## src/rtl/abr_masked_b2a_conv.sv

```systemverilog
// First-order masked Boolean-to-arithmetic share converter using Goubin's method.
// Latency: 4 clocks from accept to valid_o, then the result is held in DONE.
// Backpressure: result held stable while !ready_i; ready_o is high only in IDLE.
module abr_masked_b2a_conv #(
    parameter int WIDTH = 8
) (
    input  logic             clk,
    input  logic             rst,
    input  logic             zeroize,
    input  logic             valid_i,
    output logic             ready_o,
    input  logic [1:0]       x_i [WIDTH-1:0],
    input  logic [WIDTH-1:0] rnd_i,
    output logic             valid_o,
    input  logic             ready_i,
    output logic [WIDTH-1:0] a0_o,
    output logic [WIDTH-1:0] a1_o
);

    typedef enum logic [2:0] {
        IDLE = 3'd0,
        ST1  = 3'd1,
        ST2  = 3'd2,
        ST3  = 3'd3,
        ST4  = 3'd4,
        DONE = 3'd5
    } state_t;

    state_t state;
    state_t state_nxt;

    logic clr;
    logic [WIDTH-1:0] x0;
    logic [WIDTH-1:0] x1;

    // Every intermediate is registered so no cloud of logic ever sees x0 and x1
    // together without a mask; the attributes stop retiming/merging across steps.
    (* keep = "true", dont_touch = "true" *) logic [WIDTH-1:0] xr0;
    (* keep = "true", dont_touch = "true" *) logic [WIDTH-1:0] xr1;
    (* keep = "true", dont_touch = "true" *) logic [WIDTH-1:0] g;
    (* keep = "true", dont_touch = "true" *) logic [WIDTH-1:0] g2;
    (* keep = "true", dont_touch = "true" *) logic [WIDTH-1:0] t;
    (* keep = "true", dont_touch = "true" *) logic [WIDTH-1:0] a;

    assign clr     = rst | zeroize;
    assign ready_o = (state == IDLE);

    // Unpack the per-bit share pairs into two packed share words.
    always_comb begin
        x0 = '0;
        x1 = '0;
        for (int i = 0; i < WIDTH; i++) begin
            x0[i] = x_i[i][0];
            x1[i] = x_i[i][1];
        end
    end

    // State register; rst and zeroize both abandon any conversion in flight.
    always_ff @(posedge clk) begin
        if (clr) state <= IDLE;
        else     state <= state_nxt;
    end

    // Next-state decode: fixed four-step walk, then wait for the output handshake.
    always_comb begin
        state_nxt = state;
        case (state)
            IDLE:    if (valid_i) state_nxt = ST1;
            ST1:     state_nxt = ST2;
            ST2:     state_nxt = ST3;
            ST3:     state_nxt = ST4;
            ST4:     state_nxt = DONE;
            DONE:    if (ready_i) state_nxt = IDLE;
            default: state_nxt = IDLE;
        endcase
    end

    // Goubin datapath: A = [(x0^G)-G]^x0^[(x0^(G^x1))-(G^x1)] = (x0^x1) - x1.
    always_ff @(posedge clk) begin
        if (clr) begin
            xr0     <= '0;
            xr1     <= '0;
            g       <= '0;
            g2      <= '0;
            t       <= '0;
            a       <= '0;
            a0_o    <= '0;
            a1_o    <= '0;
            valid_o <= 1'b0;
        end else begin
            case (state)
                IDLE: begin
                    if (valid_i) begin
                        xr0 <= x0;
                        xr1 <= x1;
                        g   <= rnd_i;
                    end
                end
                ST1: begin
                    t  <= xr0 ^ g;
                    g2 <= g ^ xr1;
                end
                ST2: begin
                    t <= t - g;
                    a <= xr0 ^ g2;
                end
                ST3: begin
                    t <= t ^ xr0;
                    a <= a - g2;
                end
                ST4: begin
                    a0_o    <= a ^ t;
                    a1_o    <= xr1;
                    valid_o <= 1'b1;
                end
                DONE: begin
                    // Scrub shares and intermediates once the result is taken.
                    if (ready_i) begin
                        xr0     <= '0;
                        xr1     <= '0;
                        g       <= '0;
                        g2      <= '0;
                        t       <= '0;
                        a       <= '0;
                        a0_o    <= '0;
                        a1_o    <= '0;
                        valid_o <= 1'b0;
                    end
                end
                default: ;
            endcase
        end
    end

endmodule

```

## config.mk

```make
export PLATFORM = sky130hd
export DESIGN_NAME = abr_masked_b2a_conv
export DESIGN_NICKNAME = d
export VERILOG_FILES = /design/src/rtl/abr_masked_b2a_conv.sv
export SDC_FILE = /design/constraint.sdc
export NUM_CORES = 1
export LEC_CHECK = 0
export ABC_AREA = 0
export BUFFER_PORTS_ARGS = -buffer_cell sky130_fd_sc_hd__buf_2
export CORE_MARGIN = 2
export CORE_UTILIZATION = 30
export DETAILED_ROUTE_END_ITERATION = 16
export GPL_ROUTABILITY_DRIVEN = 0
export PLACE_DENSITY_LB_ADDON = 0.1
export SLEW_MARGIN = 40
export SYNTH_ARGS = -nofsm -noshare
export SYNTH_HDL_FRONTEND = slang
export SYNTH_SLANG_ARGS = --single-unit
```

## constraint.sdc

```tcl
create_clock -name clk -period 4.27 [get_ports clk]
set_input_delay 0.854 -clock clk [delete_from_list [all_inputs] [get_ports clk]]
set_output_delay 0.854 -clock clk [all_outputs]
set_load 0.01 [all_outputs]
```

==> flow_summary.toml <==
[outcome]
status = "finished clean"

[placement]
place_inst = 648
io_buffers = 46
dp_hpwl_um = 7741

[critical_path]
worstSetupPathType = "reg -> reg"
rr_worst_depth = 6
cp.arrival_ps = 2480
path_buf_inv = 1
critical_path.endpoint_type = "flop"
cp_max_fo = 14
cp-endpoint = "a[7]"
r2r_slack_ps = 2050
crit_cells = 6
cp.required_ps = 4530
startpoint = "state[1]"
rr_startpoint = "state[1]"
timing.rr.end = "a[7]"
path_cells = "nor2b_1, buf_4, and2_1, nand3_1, a311o_1, o211ai_1"
slowest_stage = "dfxtp_1"
critical-path-top-delay-family = "simple AND/OR/NAND/NOR gates"
start_kind = "flop"
max_stage_delay_ps = 680

[sta]
relSlewSlack_pct = 57.69
worst_slew_pin_slew_ps = 633.2
finalCritPeriodShare_pct = 51.93
hold_viol = 0
finClkSkew_ps = 7.991
rsz0062_at_grt = "no"
setup_violations = 0
tns_ps = 0
fmax_ghz = 0.4510
layout_min_cycle_time_ps = 2217
maxSlewViolCount = 0

[final_layout]
final_nets = 536
area_growth_pct = 18.07
drive_gt1_share_pct = 16.16
antenna_cells = 0
layout.cells.non_filler = 663

[power]
ir_drop_uv = 209.9
powerDensity_nw_per_um2 = 375.6
p_leak_nw = 1.783

[cts]
h-tree-depth = 3
clk_latency_ps = 340
clkTransAtPathRegs_ps = 60
cts.sinks = 68
root_buffer = "clkbuf_16"
cts_tree = "yes"
cts_made_buffers = 9
ctsHoldBuffers = 0
cts-resized-gates = 0
clock_path_buffers = 2
post-cts-setup-buffer-count = 0

[global_routing]
top_usage_layer = "met2"
grt_pass1_wl_um = 17440
grt_pass1_vias = 3213
grt_use_total_pct = 17.40
overflow = 0
grt_start_max_net_pins = 33
antenna_found_initial = 0
use_met1_pct = 23.43
grtUsageMet2_pct = 27.45
use_met3_pct = 4.655

[synthesis]
synth.net_count = 502
synth_edf_count = 0
ys_warn_count = 0
synth_area_per_cell_um2 = 8.227
synth-seq-area-share_pct = 36.21
async_flop_share_pct = 0
yosys.area.top_type = "dfxtp_1"
synthCells = 457
synth_common_cells = "68 x dfxtp_1, 47 x nor2_1, 45 x a21oi_1, 38 x o21ai_0, 33 x nand3_1"
ys_seq_elements = 68
synthFlopType = "dfxtp_1"
synth_top_area_share_pct = 36.21
synthTopCellsByArea = "dfxtp_1 36%, xor2_1 6.3%, a21oi_1 6.0%, o21ai_0 5.1%, nor2_1 4.7%"
yosysUniqueCellTypes = 49
syn-cell-area_um2 = 3760
synth_most_common_cell = "dfxtp_1"

[route]
vias_per_cell = 5.042
drt_iter0_drc = 168
wl_per_cell_um = 16.43
dr.pass1.iters = 4
routed_wirelength_um = 10890
drtAntennaViolNets = 0
drc = 0
vias = 3343

[floorplan]
coreArea_um2 = 12110
rows = 40
pin_count = 47
dieArea_um2 = 13440
die_w_um = 116.0
start_util_pct = 31.04
chipHeight_um = 116.0

[worst_hold_path]
hp-class = "reg -> reg"

[job]
drv_cap = 0
## how the worst min path moves through the flow
stage / from / endpoint / slack [ps] / cells past startpoint
final: xr1[0] / xr1[0] / 480 / 2
after global routing: xr1[0] / xr1[0] / 520 / 2
after CTS: xr1[0] / xr1[0] / 490 / 2
after detailed placement: valid_o / valid_o / 480 / 2
after global placement: xr1[0] / xr1[0] / 480 / 2
after floorplan: xr1[0] / xr1[0] / 460 / 2
## tightest hold or removal path, stage by stage, from the launching register on
cell and delay (ps):
dfxtp_1 330, nand2_1 60, a21oi_1 50
## cell families (layout without fill, tap and decap cells)
group	Yosys count	count (layout)	share of synthesized area [%]
AOI/OAI and AO/OA	138	138	22.56
buffers and inverters	45	83	5.657
DFF	68	68	36.21
muxes	5	5	1.331
xor gates and xnor gates	43	43	10.02
adders and majority gates	16	16	5.724
and+or+nand+nor	142	142	18.50
## state kept, by name (all words and copies together) (netlist names)
| register | count |
|---|---|
| xr1 | 8 |
| xr0 | 8 |
| t | 8 |
| state | 3 |
| g | 8 |
| a | 8 |
| a1_o | 8 |
| g2 | 8 |
| a0_o | 8 |
| valid_o | 1 |
## layout by cell type, fill, tap and decap left out, drive strengths merged, types with 4 or more instances in the layout
cell type   n
a211oi      4
a21oi      48
a22oi      24
buf        50
clkbuf     10
dfxtp      68
ha         14
inv        18
mux2i       5
nand2      29
nand2b      6
nand3      33
nor2       47
nor2b       5
nor3        6
nor3b       5
o21ai      38
xnor2      16
xor2       27
## stage by stage
step                      hold WS (ps)  utilization, %  power [mW]  worst slack, ps  instance area [µm²]
final                            482.3           36.65       1.667             2053                 4439
after detailed placement         479.9           33.84      0.8199             2029                 4099
after CTS                        487.0           36.64       1.689             1870                 4438
after floorplan                  456.8               -      0.7744             2427                 3760
after global routing             519.0           36.65       1.747             1860                 4439
after global placement           477.3           33.67      0.8180             1856                 4078
## final cells by class
cell class                      instances  area [µm²]
Clock buffer                           10       239.0
Clock inverter                          5       100.1
Fill cell                            1283        7672
Inverter                               18       67.56
Multi-Input combinational cell        344        2200
Sequential cell                        68        1363
Tap cell                              168       210.2
Timing Repair Buffer                   50       260.3
## routing by layer
layer  routed length [µm]  vias to the layer above  part of all wire (%)
met3                  430                       11                   3.9
li1                     -                     1675                     -
met5                    0                        -                     0
met1                 5313                     1586                    49
met4                  136                        0                   1.2
met2                 5011                       71                    46
## where the power goes
group	internal, mW	switching, mW
clock network	0.581	0.281
registers	0.647	0.0225
logic	0.0562	0.0808
total	1.28	0.384
No activity file was read; power rests on OpenSTA's default activity.
